### config.mk
export PLATFORM = sky130hd
export DESIGN_NAME = uart_tx_fifo_flat
export DESIGN_NICKNAME = d
export VERILOG_FILES = /design/src/rtl/uart_tx_fifo_if.sv /design/src/rtl/uart_tx_fifo.sv /design/src/flat_wrapper.sv
export SDC_FILE = /design/constraint.sdc
export NUM_CORES = 1
export LEC_CHECK = 0
export BUFFER_PORTS_ARGS = -buffer_cell sky130_fd_sc_hd__buf_4
export CAP_MARGIN = 0
export CORE_MARGIN = 5
export CORE_UTILIZATION = 61
export CTS_CLUSTER_SIZE = 25
export DETAILED_ROUTE_END_ITERATION = 16
export PLACE_DENSITY = 0.79
export SYNTH_ARGS = -nofsm -noshare
export SYNTH_HDL_FRONTEND = slang
export SYNTH_SLANG_ARGS = --single-unit
### constraint.sdc
create_clock -name clk -period 6.3 [get_ports clk]
set_input_delay 0 -clock clk [delete_from_list [all_inputs] [get_ports clk]]
set_output_delay 0 -clock clk [all_outputs]
set_load 0.02 [all_outputs]
### src/rtl/uart_tx_fifo_if.sv
// Producer-side handshake bundle for uart_tx_fifo.
// The producer drives the word and valid; the transmitter returns ready.
interface uart_tx_fifo_if #(
  parameter int DATA_W = 8
);
  logic [DATA_W-1:0] p_data;
  logic              data_valid;
  logic              data_ready;

  modport master (
    output p_data,
    output data_valid,
    input  data_ready
  );

  modport slave (
    input  p_data,
    input  data_valid,
    output data_ready
  );
endinterface

### src/rtl/uart_tx_fifo.sv
// UART transmitter fed by a small FIFO.
// Parity and stop-bit config are latched per frame at pop time.
module uart_tx_fifo #(
  parameter int DATA_W       = 8,
  parameter int FIFO_DEPTH   = 8,
  parameter int CLKS_PER_BIT = 16
) (
  input  logic                        clk,
  input  logic                        rst,
  uart_tx_fifo_if.slave               bus,
  input  logic                        parity_en,
  input  logic                        parity_type,
  input  logic                        stop2,
  output logic                        s_data,
  output logic                        busy,
  output logic                        tx_done,
  output logic [$clog2(FIFO_DEPTH):0] fifo_count
);

  localparam int AW = $clog2(FIFO_DEPTH);
  localparam int CW = AW + 1;
  localparam int TW = $clog2(CLKS_PER_BIT);
  localparam int BW = $clog2(DATA_W);

  localparam logic [TW-1:0] T_LAST = TW'(CLKS_PER_BIT - 1);
  localparam logic [BW-1:0] B_LAST = BW'(DATA_W - 1);
  localparam logic [CW-1:0] FULL   = CW'(FIFO_DEPTH);

  typedef enum logic [2:0] {
    IDLE,
    START,
    DATA,
    PARITY,
    STOP
  } state_e;

  state_e            state_q, state_d;
  logic [TW-1:0]     tmr_q, tmr_d;
  logic [BW-1:0]     bit_q, bit_d;
  logic [DATA_W-1:0] shreg_q, shreg_d;
  logic              par_q, par_d;
  logic              pen_q, pen_d;
  logic              st2_q, st2_d;
  logic [AW-1:0]     wptr_q, wptr_d;
  logic [AW-1:0]     rptr_q, rptr_d;
  logic [CW-1:0]     cnt_q, cnt_d;
  logic              ready_q, ready_d;
  logic              sdat_q, sdat_d;
  logic              busy_q, busy_d;
  logic              done_q, done_d;

  logic [DATA_W-1:0] mem_q [FIFO_DEPTH];
  logic [DATA_W-1:0] head;
  logic              push;
  logic              pop;
  logic              t_last;
  logic              nempty;

  always_comb begin
    state_d = state_q;
    bit_d   = bit_q;
    shreg_d = shreg_q;
    par_d   = par_q;
    pen_d   = pen_q;
    st2_d   = st2_q;
    pop     = 1'b0;
    done_d  = 1'b0;

    head   = mem_q[rptr_q];
    push   = bus.data_valid && ready_q;
    nempty = cnt_q != '0;
    t_last = tmr_q == T_LAST;
    tmr_d  = (state_q == IDLE || t_last) ? '0 : tmr_q + TW'(1);

    unique case (state_q)
      IDLE: pop = nempty;
      START: begin
        if (t_last) state_d = DATA;
      end
      DATA: begin
        if (t_last) begin
          if (bit_q == B_LAST) begin
            bit_d   = '0;
            state_d = pen_q ? PARITY : STOP;
          end else begin
            bit_d   = bit_q + BW'(1);
            shreg_d = shreg_q >> 1;
          end
        end
      end
      PARITY: begin
        if (t_last) state_d = STOP;
      end
      STOP: begin
        if (t_last) begin
          if (st2_q && bit_q == '0) begin
            bit_d = BW'(1);
          end else begin
            done_d  = 1'b1;
            pop     = nempty;
            state_d = IDLE;
          end
        end
      end
      default: state_d = IDLE;
    endcase

    // A pop always starts a fresh frame, whether from IDLE or end of STOP.
    if (pop) begin
      state_d = START;
      tmr_d   = '0;
      bit_d   = '0;
      shreg_d = head;
      par_d   = (^head) ^ parity_type;
      pen_d   = parity_en;
      st2_d   = stop2;
    end

    wptr_d = push ? wptr_q + AW'(1) : wptr_q;
    rptr_d = pop  ? rptr_q + AW'(1) : rptr_q;
    case ({push, pop})
      2'b10:   cnt_d = cnt_q + CW'(1);
      2'b01:   cnt_d = cnt_q - CW'(1);
      default: cnt_d = cnt_q;
    endcase
    ready_d = cnt_d != FULL;
    busy_d  = state_d != IDLE;

    case (state_d)
      START:   sdat_d = 1'b0;
      DATA:    sdat_d = shreg_d[0];
      PARITY:  sdat_d = par_d;
      default: sdat_d = 1'b1;
    endcase
  end

  always_ff @(posedge clk) begin
    if (rst) begin
      state_q <= IDLE;
      tmr_q   <= '0;
      bit_q   <= '0;
      shreg_q <= '0;
      par_q   <= 1'b0;
      pen_q   <= 1'b0;
      st2_q   <= 1'b0;
      wptr_q  <= '0;
      rptr_q  <= '0;
      cnt_q   <= '0;
      ready_q <= 1'b1;
      sdat_q  <= 1'b1;
      busy_q  <= 1'b0;
      done_q  <= 1'b0;
    end else begin
      state_q <= state_d;
      tmr_q   <= tmr_d;
      bit_q   <= bit_d;
      shreg_q <= shreg_d;
      par_q   <= par_d;
      pen_q   <= pen_d;
      st2_q   <= st2_d;
      wptr_q  <= wptr_d;
      rptr_q  <= rptr_d;
      cnt_q   <= cnt_d;
      ready_q <= ready_d;
      sdat_q  <= sdat_d;
      busy_q  <= busy_d;
      done_q  <= done_d;
    end
  end

  always_ff @(posedge clk) begin
    if (push) mem_q[wptr_q] <= bus.p_data;
  end

  assign bus.data_ready = ready_q;
  assign s_data         = sdat_q;
  assign busy           = busy_q;
  assign tx_done        = done_q;
  assign fifo_count     = cnt_q;

endmodule

### src/flat_wrapper.sv
// flat-port wrapper written by rule: the top's interface ports become plain ports
module uart_tx_fifo_flat 
#(
  parameter int DATA_W       = 8,
  parameter int FIFO_DEPTH   = 8,
  parameter int CLKS_PER_BIT = 16
)
  (clk, rst, parity_en, parity_type, stop2, s_data, busy, tx_done, fifo_count, bus_p_data, bus_data_valid, bus_data_ready);
  uart_tx_fifo_if #(.DATA_W(DATA_W)) bus_i ();
  input  logic clk;
  input  logic rst;
  input  logic parity_en;
  input  logic parity_type;
  input  logic stop2;
  output logic s_data;
  output logic busy;
  output logic tx_done;
  output logic [$clog2(FIFO_DEPTH):0] fifo_count;
  input wire logic [$bits(bus_i.p_data)-1:0] bus_p_data;
  input wire logic [$bits(bus_i.data_valid)-1:0] bus_data_valid;
  output wire logic [$bits(bus_i.data_ready)-1:0] bus_data_ready;
  assign bus_i.p_data = bus_p_data;
  assign bus_i.data_valid = bus_data_valid;
  assign bus_data_ready = bus_i.data_ready;
  uart_tx_fifo #(.DATA_W(DATA_W), .FIFO_DEPTH(FIFO_DEPTH), .CLKS_PER_BIT(CLKS_PER_BIT)) u_core (.clk(clk), .rst(rst), .bus(bus_i), .parity_en(parity_en), .parity_type(parity_type), .stop2(stop2), .s_data(s_data), .busy(busy), .tx_done(tx_done), .fifo_count(fifo_count));
endmodule
# Word level (Yosys, flattened, before mapping)
# Memories as Yosys holds them, arrays and structs flattened. A register that Yosys moved wholly into a read port is not among the register bits.
# Index checks and enable logic that the tools add are counted.
# op_classes
eq_ne	16
magnitude_cmp	0
addsub	6
n_mux	29
reduce_logical	16
n_mul	0
n_div	0
bitwise_logic	3
n_shift	0
# op_table
operator	n
2-to-1 mux 3 bit	14
2-to-1 mux 8 bit	4
one-hot mux 3 bit (5 select lines)	1
equality test 3 x 2 -> 1 bit, second input constant	4
adder 3 x 1 -> 3 bit, second input constant	3
adder 4 x 1 -> 4 bit, second input constant	2
!= test 2 x 1 -> 1 bit, second input constant	4
one-hot mux 4 bit (2 select lines)	1
parity 8 bit	1
equality test 3 x 1 -> 1 bit, second input constant	2
equality test 3 bit, second input constant	2
zero test 3 bit	2
2-to-1 mux 1 bit	6
one-hot mux 3 bit (2 select lines)	1
nonzero test 2 bit	3
OR reduction 3 bit	2
equality test 4 bit, second input constant	1
!= test 4 bit, second input constant	1
AND reduction 4 bit	1
nonzero test 4 bit	1
subtractor 4 x 1 -> 4 bit, second input constant	1
one-hot mux 1 bit (3 select lines)	1
AND reduction 3 bit	1
nonzero test 3 bit	1
8 further kinds	10
# totals
in_bits	14
latchBits	0
wordCells	86
output_inout_bits	8
mem_bits_rw	64
mem_bits_ro	0
ff_bits	35
n_memories	1
# mem_list
name	depth	width	read_ports	rd_ports_with_merged_regs	write_ports	line_no	text
u_core.mem_q	8	8	1	1	1	uart_tx_fifo.sv:52	logic [DATA_W-1:0] mem_q [FIFO_DEPTH];

# Logic depth before layout (Yosys ltp)
# Gate-level depths: netlist of the first run.
# logic_depth
word_depth	8
ltp_mapped	16
ltp_nobuf	14

# Worst setup path after synthesis of the first run
# Ideal clock, no wire load.
# synth_path
kind	register to register
startpoint	reg u_core.tmr_q[0]
endpoint	reg u_core.ready_q (netlist: u_core.bus.data_ready)
period_less_slack_ps	2998
setup_ps	126
t_required_ps	6174
path_stages_with_launch	15
slack_ps	3302
n_path_buf	2
t_arrival_ps	2872
path_cell_list	dfxtp_1 -> ha_1 -> and3_1 -> nand2_1 -> a2111o_1 -> inv_2 -> buf_4 -> ha_1 -> clkbuf_1 -> a21o_1 -> a22oi_1 -> o221a_2 -> or3_1 -> a21oi_1 -> nand3_1
# synth_via
elab_chain_cells	6
word_cells_on_any_way	7
cone_classes	eq/ne (4); mux (3)
# synth_rtl
element	line_no	text
from (decl)	uart_tx_fifo.sv:38	logic [TW-1:0] tmr_q, tmr_d;
from (signal assigned)	uart_tx_fifo.sv:155	tmr_q <= tmr_d;
equality test 4 bit *	uart_tx_fifo.sv:72	t_last = tmr_q == T_LAST;
2-to-1 mux 1 bit *	uart_tx_fifo.sv:95	if (t_last) begin
one-hot mux 1 bit (2 select lines) *	uart_tx_fifo.sv:75	unique case (state_q)
via u_core.pop	uart_tx_fifo.sv:55	logic pop;
equality test 2 x 1 -> 1 bit / equality test 2 bit (equally long branches)	uart_tx_fifo.sv:121	case ({push, pop})
one-hot mux 4 bit (2 select lines) *	uart_tx_fifo.sv:121	
!= test 4 bit *	uart_tx_fifo.sv:126	ready_d = cnt_d != FULL;
to (signal assigned)	uart_tx_fifo.sv:164	ready_q <= ready_d;
to (decl)	uart_tx_fifo.sv:47	logic ready_q, ready_d;
# The timed path passes the listed nets; every way through them passes the cells marked *.
# A chain may end at the register's enable or synchronous reset.

# Worst setup path after layout of the first run
# layout_path
startpoint	reg u_core.tmr_q[0]
endpoint	reg u_core.ready_q (netlist: u_core.bus.data_ready)
# layout_via
elab_chain_cells	6
word_cells_on_any_way	7
cone_classes	eq/ne (4); mux (3)
# layout_rtl
element	line_no
equality test 4 bit *	uart_tx_fifo.sv:72
2-to-1 mux 1 bit *	uart_tx_fifo.sv:95
one-hot mux 1 bit (2 select lines) *	uart_tx_fifo.sv:75
equality test 2 x 1 -> 1 bit / equality test 2 bit (equally long branches)	uart_tx_fifo.sv:121
one-hot mux 4 bit (2 select lines) *	uart_tx_fifo.sv:121
!= test 4 bit *	uart_tx_fifo.sv:126
# Mark *: on every way between the ends. The rest lies on a longest branch, timed or not.

==> run metrics, run 1 <==
status finished clean; DP Wirelength roughly 4.8 mm; initial core utilization between 60% and 70%; number of synthesized flops with an enable pin 64; largest fanout on the critical path 18; period utilization 52.68%; Arrival @ worst endpoint between 3000 and 4000 ps; Slew Viols, Final 0; Final #Nets 364; core outline area around 6800 um^2; Worst R2R Start u_core.tmr_q[0]$_SDFF_PP0_; Critical Path End u_core.bus.data_ready$_SDFF_PP1_; worst rel slew slack 29.43%; IO Pins 22; Clock Sinks slightly above 100; Mapped Nets between 300 and 400; TNS Setup 0 ps; Clock Latency Late Sink about 370 ps; TritonRoute pass-1 iters 4; Ys Warns 0; Worst IR Drop VDD 203.6 uV; Tmin final ~3300 ps; Crit. End Element flip-flop; initial antenna violation count 0; crit path from u_core.tmr_q[0]$_SDFF_PP0_; layout cells sized above 1 ~16%; most common cell after layout, fill and taps aside edfxtp_1; routed len/inst 16.66 um; commonest non-fill, non-tap cells in the layout edfxtp_1, nor2_1, dfxtp_1; Clock Tree Buf Depth 2; CTS tree built; H-tree levels 3; Routed Wire Length 7.363 mm; Tot GR Track Use about a fifth; Cell Int Power roughly 1.2 mW; power share of the combinational group between 30% and 40%; Max Fclk about 300 MHz; total gr overflow 0; Die W ~93 um; FP Rows 30; Cells after Synth between 300 and 400; Synth async-reset ratio 0%; most common flop cell mapped by yosys edfxtp_1; Worst R2R End u_core.bus.data_ready$_SDFF_PP1_; fill cell count roughly 450; Net Sw Power 0.6101 mW; Netlist cell types 42; clock power share between 20% and 30%; number of vias per cell between 5 and 6; max cap viols 0; CTS root buf clkbuf_8; pin count of the biggest net entering global routing 34; number of global-route vias before repair between 2000 and 2500; PwrDens 383.2 nW/um^2; GP Congestion 0.7578; Die Span Y approximately 93 um; Hold Crit Depth 6; Yosys reg bits just over 100; HP Class in -> reg; sequential share of the synthesized area a little over three fifths; static leakage power about 1.7 nW; number of I/O port buffers 21; DRT iter0 DRCs 113; Layout area overhead 13.27%; endpoints failing hold 0; DRC viols 0; synth top area cells edfxtp_1, dfxtp_1, mux4_1; Reg2Reg Depth 12; clock skew around 12 ps; Final setup viols 0; CTS resizes 0; WHS roughly 260 ps; RSZ-0062 raised after global routing no; Synth area leader edfxtp_1; die area approximately 8700 um^2; Via Count roughly 2500; reg2reg setup slack about 3000 ps; Synth top area share 45.31%; Data required, critical path ~6600 ps; Antenna Nets Post-Route 0; global-route wire length before repair about 12 mm; Sw Ratio 33.13%; sequential power share between 40% and 50%; Setup Fix Bufs, Post-CTS 0; mapped cell area 4242 um^2; Sequential cell area 2683 um^2; crit start category flip-flop; syn avg cell area around 14 um^2; cts bufs inserted 9; multi-input logic area approximately 1500 um^2; Slew @ Worst Pin 1049 ps; clk slew on worst S/H paths roughly 100 ps; Diodes inserted 0; Critical Setup Path Class reg -> reg
==> repair_timing <==
action	in CTS	in global routing
hold endpoints to repair	70	0
hold buffers	12	0
endpoints found under the setup margin	0	0
==> Yosys cell counts, drive strengths merged (4+ instances only) <==
| master | n |
|---|---|
| a21oi | 13 |
| and3 | 4 |
| buf | 5 |
| clkbuf | 7 |
| dfxtp | 38 |
| edfxtp | 64 |
| ha | 9 |
| inv | 6 |
| mux2i | 10 |
| mux4 | 16 |
| nand2 | 26 |
| nand2b | 4 |
| nand3 | 6 |
| nor2 | 40 |
| nor3 | 8 |
| nor4 | 4 |
| o21ai | 5 |
| xnor2 | 8 |
| xor2 | 8 |
==> flip-flops by register name, summed over array words and instances, names as in the netlist, 3 cells and up, named ones only <==
name	cells
u_core.mem_q	64
u_core.shreg_q	8
u_core.fifo_count	4
u_core.tmr_q	4
u_core.bit_q	3
u_core.rptr_q	3
u_core.state_q	3
u_core.wptr_q	3
==> power by group through the flow <==
| stage | Clock [mW] | Combinational (mW) | Sequential [mW] |
|---|---|---|---|
| floorplan | 0 | 0.474 | 0.864 |
| global placement | 0 | 0.547 | 0.886 |
| detailed placement | 0 | 0.559 | 0.890 |
| CTS | 0.416 | 0.567 | 0.875 |
| global route | 0.449 | 0.617 | 0.887 |
| finish | 0.408 | 0.560 | 0.873 |
==> worst min path at each step <==
stage | startpoint | slack (ps) | endpoint
after floorplan | rst | 80 | u_core.fifo_count[3]$_SDFF_PP0_
after global placement | bus_p_data[3] | 230 | u_core.mem_q[0][3]$_DFFE_PP_
after detailed placement | bus_p_data[7] | 240 | u_core.mem_q[0][7]$_DFFE_PP_
after CTS | parity_type | 250 | u_core.par_q$_SDFF_PP0_
after global routing | parity_type | 270 | u_core.par_q$_SDFF_PP0_
final | parity_type | 260 | u_core.par_q$_SDFF_PP0_
==> cells by family after synthesis <==
| family | Yosys count | synth area share [%] |
|---|---|---|
| muxes | 26 | 11.86 |
| buffers and inverters | 18 | 2.507 |
| and+or+nand+nor | 100 | 10.56 |
| AOI/OAI and AO/OA | 34 | 5.310 |
| DFF | 102 | 63.24 |
| xor gates and xnor gates | 17 | 3.864 |
| adders and majority gates | 9 | 2.655 |
==> layer usage <==
layer  vias to the layer above  part of all wire (%)  routed length (um)  GRT usage (%)
met4                         0                  0.50                  37          5.739
met1                      1208                    41                3021          22.95
met5                         -                     0                   0              0
met2                        54                    54                3959          32.34
li1                       1215                     -                   -              -
met3                         4                   4.7                 344          4.827
==> final cells by class <==
type                       instances  share of cell area, %
timing repair buffer              36                  6.250
clock inverter                     7                  1.797
sequential                       102                  55.83
clock buffer                       9                  2.578
inverter                           6                 0.4687
tap                               96                  2.500
multi-input combinational        186                  30.57
==> per-stage QoR <==
stage	total power, mW	utilization, %	cells	instance area [um^2]	worst slack (ps)
6_report	1.841	70.72	442	4805	2981
4_1_cts	1.858	70.72	442	4805	2960
2_1_floorplan	1.338	-	306	4242	3302
3_5_place_dp	1.449	65.86	414	4474	2973
5_1_grt	1.953	70.72	442	4805	2728
3_3_place_gp	1.433	65.86	414	4474	3091
==> worst max-delay path: stages (launching register included) <==
cell and delay (ps):
dfxtp_1 370, ha_1 210, and3_1 230, nand2_1 110, a2111o_1 620, inv_2 320, ha_1 340, a21o_1 120
a22oi_1 60, o221a_2 280, or3_1 300, a21oi_1 180, nand3_1 90
No activity file was read; power rests on OpenSTA's default activity.
==> run 2: changes to the inputs <==
Settings changed: CORE_UTILIZATION 61 to 60, PLACE_DENSITY 0.79 to 0.78.
Clock period 6.3 ns to 3.2 ns, I/O delays scaled along.
==> run 2 against run 1 <==
  * Hold slack got worse by 240 ps
  * Flip-flop and latch count unchanged
  * Sequential power increased by 94%
  * Maximum frequency increased by 18%
  * Clock skew decreased by 1.3 ps
  * Largest power group unchanged
==> run metrics, run 2 (same netlist as run 1, synthesis figures left out) <==
PnR Total Power ~3.6 mW; Slew Viols, Final 0; number of global-route vias before repair between 2000 and 3000; Worst R2R Start u_core.tmr_q[0]$_SDFF_PP0_; Routed Wire Length ~7.3 mm; Slew @ Worst Pin 862.7 ps; RSZ-0062 raised after global routing no; Critical Setup Path Class reg -> reg; Hold EP u_core.fifo_count[2]$_SDFF_PP0_; initial core utilization 62.09%; CTS resizes 0; GP Congestion 0.7807; die area 8851 um^2; H-tree levels 3; FP Rows 30; Max Fclk ~360 MHz; Antenna Nets Post-Route 0; commonest non-fill, non-tap cells in the layout edfxtp_1, nor2_1, dfxtp_1; total gr overflow 0; cts bufs inserted 9; routed len/inst around 16 um; DP Wirelength 4.995 mm; Final #Nets 370; CTS tree built; Diodes inserted 0; Final setup viols 0; layout cells sized above 1 about 18%; Hold Crit Depth 2; crit start category flip-flop; endpoints failing hold 0; DRT iter0 DRCs slightly above 100; initial antenna violation count 0; Arrival @ worst endpoint approximately 3000 ps; global-route wire length before repair about 12 mm; pin count of the biggest net entering global routing 34; Worst IR Drop VDD around 400 uV; Clock Sinks 102; fill cell count around 480; period utilization approximately 90%; Layout area overhead 13.69%; max cap viols 0; IO Pins 22; Data required, critical path between 3000 and 4000 ps; static leakage power about 1.7 nW; Die Span Y between 90 and 100 um; TritonRoute pass-1 iters 4; Tmin final between 2000 and 3000 ps; TNS Setup 0 ps; worst hold start rst; Worst R2R End u_core.bus.data_ready$_SDFF_PP1_; number of vias per cell between 5 and 6; clk slew on worst S/H paths about 100 ps; core outline area just under 7000 um^2; Most flops, register u_core.mem_q; reg2reg setup slack 380 ps; Die W ~94 um; largest fanout on the critical path 17; DRC viols 0; Clock Latency Late Sink 370 ps; PwrDens 755.8 nW/um^2; number of flip-flops in the largest register 64; number of I/O port buffers 21; status finished clean; Reg2Reg Depth 12; Clock Tree Buf Depth 2; most common cell after layout, fill and taps aside edfxtp_1; Via Count ~2500; WHS roughly 13 ps; clock skew roughly 11 ps; worst rel slew slack 42.27%; Crit. End Element flip-flop; Top Registers u_core.mem_q (64), u_core.shreg_q (8); HP Class in -> reg; CTS root buf clkbuf_8; Tot GR Track Use about 18%
==> run 2: cell types whose count changed in the layout (fill, tap and decap cells not counted), sizes merged <==
cell | before | now
clkbuf | 9 | 10
clkinv | 5 | 2
dlygate4sd3 | 12 | 11
inv | 8 | 10
buf | 24 | 31
==> run 2: critical path, cell delays in order, from the launching register on <==
cell and delay, ps:
dfxtp_1 360, ha_1 210, and3_1 220, nand2_1 100, a2111o_1 440, inv_2 70, buf_4 210, ha_1 210
nand2_1 60, o221a_2 250, or3_1 300, a21oi_1 180, nand3_1 80
==> run 2: power by group <==
part / switching, mW / total (mW) / internal, mW
Combinational: 0.600 / 1.19 / 0.588
Sequential: 0.132 / 1.69 / 1.56
Clock: 0.460 / 0.764 / 0.305
==> run 2: metal layers <==
metal | global-route usage, % | part of all wire [%] | vias up
li1 | - | - | 1225
met1 | 22.52 | 42 | 1237
met2 | 32.29 | 52 | 53
met3 | 4.808 | 4.5 | 9
met4 | 5.054 | 1.2 | 0
met5 | 0 | 0 | -
==> run 2: final cells by class <==
cell class / instances / area [um^2] / share of cell area (%)
clock buffer: 10 / 127.6 / 2.647
clock inverter: 6 / 62.56 / 1.297
inverter: 6 / 22.52 / 0.4670
multi-input combinational: 186 / 1464 / 30.36
sequential: 102 / 2683 / 55.63
tap: 96 / 120.1 / 2.491
timing repair buffer: 42 / 342.8 / 7.110
==> run 2: metrics by stage <==
| step | setup slack (ps) | std cells | instance area [um^2] | util (%) |
|---|---|---|---|---|
| after CTS | 369.5 | 448 | 4822 | 70.59 |
| after global routing | 180.8 | 448 | 4822 | 70.59 |
| after floorplan | 202.2 | 306 | 4242 | - |
| after global placement | 460.2 | 421 | 4522 | 66.19 |
| after detailed placement | 383.0 | 421 | 4522 | 66.19 |
| final | 384.1 | 448 | 4822 | 70.59 |
==> run 2: how the worst max path moves through the flow <==
stage                                     from                               end  slack, ps  depth (start not counted)
floorplan           u_core.tmr_q[0]$_SDFF_PP0_  u_core.bus.data_ready$_SDFF_PP1_        200                         14
global placement    u_core.tmr_q[0]$_SDFF_PP0_  u_core.bus.data_ready$_SDFF_PP1_        460                         12
detailed placement  u_core.tmr_q[0]$_SDFF_PP0_  u_core.bus.data_ready$_SDFF_PP1_        380                         12
CTS                 u_core.tmr_q[0]$_SDFF_PP0_  u_core.bus.data_ready$_SDFF_PP1_        370                         12
global route        u_core.tmr_q[0]$_SDFF_PP0_  u_core.bus.data_ready$_SDFF_PP1_        180                         12
finish              u_core.tmr_q[0]$_SDFF_PP0_  u_core.bus.data_ready$_SDFF_PP1_        380                         12
==> run 2: repair_timing <==
item	4_1_cts	5_1_grt
hold buffers	11	0
setup buffers	0	0
endpoints found under the hold margin	67	0
==> run 3: changes to the inputs <==
Settings changed: ABC_AREA set to 1, CORE_UTILIZATION 60 to 61, PLACE_DENSITY 0.78 to 0.79.
==> run 3 against run 2 <==
  * Synthesized area rose by 13%
  * Cell count rose by 52%
  * Clock-buffer cell count rose by 4
  * Die area rose by 9.7%
  * Core utilization fell by 1.5 points
  * First-iteration DRC count rose to 2.5 times the previous value
  * Via count rose by 40%
  * Sequential power barely moved
  * Critical path depth rose by 3
  * Register-to-register slack improved by 110 ps
  * Hold slack improved by 33 ps
  * Combinational power rose by 39%
  * Critical path type unchanged
  * Largest power group unchanged
==> run metrics, run 3 <==
status finished clean; TritonRoute pass-1 iters 6; CTS resizes 0; Via Count approximately 3500; Cells after Synth between 500 and 600; clock power share 21.1%; Tmin final between 2000 and 3000 ps; Clock Sinks between 100 and 150; commonest non-fill, non-tap cells in the layout nand2_1, inv_1, edfxtp_1; Worst R2R Start u_core.tmr_q[0]$_SDFF_PP0_; Netlist cell types 42; Layout area overhead 11.04%; initial core utilization around 62%; power share of the combinational group 39.3%; syn avg cell area around 8.9 um^2; fill cell count 577; Mapped Nets 563; max cap viols 0; CTS tree built; count leader, synth nand2_1; core outline area between 7000 and 8000 um^2; H-tree levels 3; Final #Nets around 600; mapped cell area approximately 4800 um^2; total gr overflow 0; RSZ-0062 raised after global routing no; sequential power share between 30% and 40%; DRC viols 0; Die W 98.54 um; Setup Fix Bufs, Post-CTS 0; Placed Cells ~650; number of global-route vias before repair about 3400; number of flip-flops in the largest register 64; global-route wire length before repair 15.66 mm; HP Class in -> reg; PwrDens around 790 nW/um^2; largest fanout on the critical path 8; Arrival @ worst endpoint between 2000 and 3000 ps; Ys Warns 0; static leakage power between 2 and 2.5 nW; Data required, critical path 3440 ps; Critical Setup Path Class reg -> reg; clock skew approximately 8.3 ps; layout cells sized above 1 11.94%; Top Registers u_core.mem_q (64), u_core.shreg_q (8); Routed Wire Length roughly 9.5 mm; period utilization between 80% and 90%; hold bufs inserted after CTS 11; number of I/O port buffers 21; routed len/inst roughly 14 um; final non-filler cell total 680; die area slightly below 10000 um^2; Worst R2R End u_core.bus.data_ready$_SDFF_PP1_; Sw Ratio 37.89%; Hold EP u_core.wptr_q[0]$_SDFFE_PP0P_; pin count of the biggest net entering global routing 34; Final setup viols 0; endpoints failing hold 0; top post-synthesis cells by count nand2_1, inv_1, edfxtp_1; Reg2Reg Depth 15; Synth async-reset ratio 0%; Synth top area share around two fifths; reg2reg setup slack approximately 490 ps; Slew @ Worst Pin 1080 ps; Most flops, register u_core.mem_q; GP Congestion approximately 0.85; worst hold start bus_data_valid; worst rel slew slack 27.71%; Crit. End Element flip-flop; Clock Latency Late Sink 360 ps; DRT iter0 DRCs 260; slack of the critical path a little under 500 ps; DP Wirelength about 6.3 mm; Diodes inserted 0; most common flop cell mapped by yosys edfxtp_1; Slew Viols, Final 0; number of synthesized flops with an enable pin between 60 and 70; met3 Usage GRT 3.185%; number of vias per cell 5.199; Clock Tree Buf Depth 2; M2 GR Usage 32.03%; crit start category flip-flop; Antenna Nets Post-Route 0; most common cell after layout, fill and taps aside nand2_1; Hold Crit Depth 4; GR Util met1 between 20% and 30%; Net Sw Power ~1.6 mW; synth top area cells edfxtp_1, dfxtp_1, nand2_1; Tot GR Track Use roughly a fifth; Die Span Y ~100 um; Max Fclk 369.7 MHz; Yosys reg bits slightly above 100; CTS root buf clkbuf_8; clk slew on worst S/H paths 90 ps; GRT busiest layer met2; Synth area leader edfxtp_1; Worst IR Drop VDD ~560 uV; TNS Setup 0 ps; dpl ws 522.5 ps; IO Pins 22; FP Rows 32; cts bufs inserted 9; Cell Int Power between 2 and 3 mW; sequential share of the synthesized area a little under three fifths; initial antenna violation count 0
-- run 3: changes by cell type after synthesis, moves of 6 or more --
cell	change
nor2_1	+6
nand2_1	+143
nand3_1	+33
mux4_1	-8
inv_2	+8
nor3_1	-7
xor2_1	-7
buf_6	+7
mux4_2	-8
mux2i_1	-8
o21ai_1	+7
clkbuf_1	-6
inv_1	+72
-- run 3: routing by layer --
layer  share of wire, %  routed length, um
met1                 45               4286
met2                 48               4535
met3                5.0                475
met4                2.1                195
met5                  0                  0
-- run 3: logic make-up after synthesis --
group,synth area share (%)
DFF,56.10
AOI/OAI and AO/OA,6.279
xor gates and xnor gates,0.9157
and+or+nand+nor,24.15
adders and majority gates,2.355
muxes,0.2093
buffers and inverters,9.995
-- run 3: area by class of cell --
class	count	area [um^2]	area share, %
repair buffers	37	305.3	5.749
multi-input cells	335	1622	30.54
inverters	88	337.8	6.362
well taps	102	127.6	2.403
clock inverters	2	7.507	0.1414
clock buffers	14	227.7	4.288
flip-flops and latches	102	2683	50.52
-- run 3: stage by stage --
stage          total power [mW]  hold slack, ps  util (%)  cell area, um^2
3_3_place_gp              3.249           200.8     64.58             4965
5_1_grt                   4.513           103.7     69.08             5310
2_1_floorplan             3.001           79.70         -             4782
6_report                  4.198           45.24     69.08             5310
4_1_cts                   4.200           49.11     69.08             5310
3_5_place_dp              3.312           207.1     64.58             4965
-- run 3: power groups by stage --
stage	combinational (mW)	clock, mW	sequential, mW
3_5_place_dp	1.62	0	1.69
2_1_floorplan	1.31	0	1.69
5_1_grt	1.88	0.955	1.68
6_report	1.65	0.885	1.66
4_1_cts	1.65	0.891	1.66
3_3_place_gp	1.57	0	1.68
-- run 3: critical path: stages (launching register included) --
cell and delay (ps):
dfxtp_1 370, ha_1 210, nand3_2 180, nor2_2 180, nor2_1 90, nor3_4 180
ha_1 270, nor2_1 60, nor2_1 160, nand2_1 70, o21ai_1 150, o21ai_0 100
a21oi_1 160, o21ai_0 90, a21oi_1 210, nand4_1 120
-- run 3: worst max path at each step --
stage               cells after the start                        from  slack [ps]                                to
floorplan                              16  u_core.tmr_q[0]$_SDFF_PP0_         680  u_core.bus.data_ready$_SDFF_PP1_
global placement                       15  u_core.tmr_q[0]$_SDFF_PP0_         730  u_core.bus.data_ready$_SDFF_PP1_
detailed placement                     15  u_core.tmr_q[0]$_SDFF_PP0_         520  u_core.bus.data_ready$_SDFF_PP1_
CTS                                    15  u_core.tmr_q[0]$_SDFF_PP0_         500  u_core.bus.data_ready$_SDFF_PP1_
global route                           15  u_core.tmr_q[0]$_SDFF_PP0_         190  u_core.bus.data_ready$_SDFF_PP1_
finish                                 15  u_core.tmr_q[0]$_SDFF_PP0_         490  u_core.bus.data_ready$_SDFF_PP1_
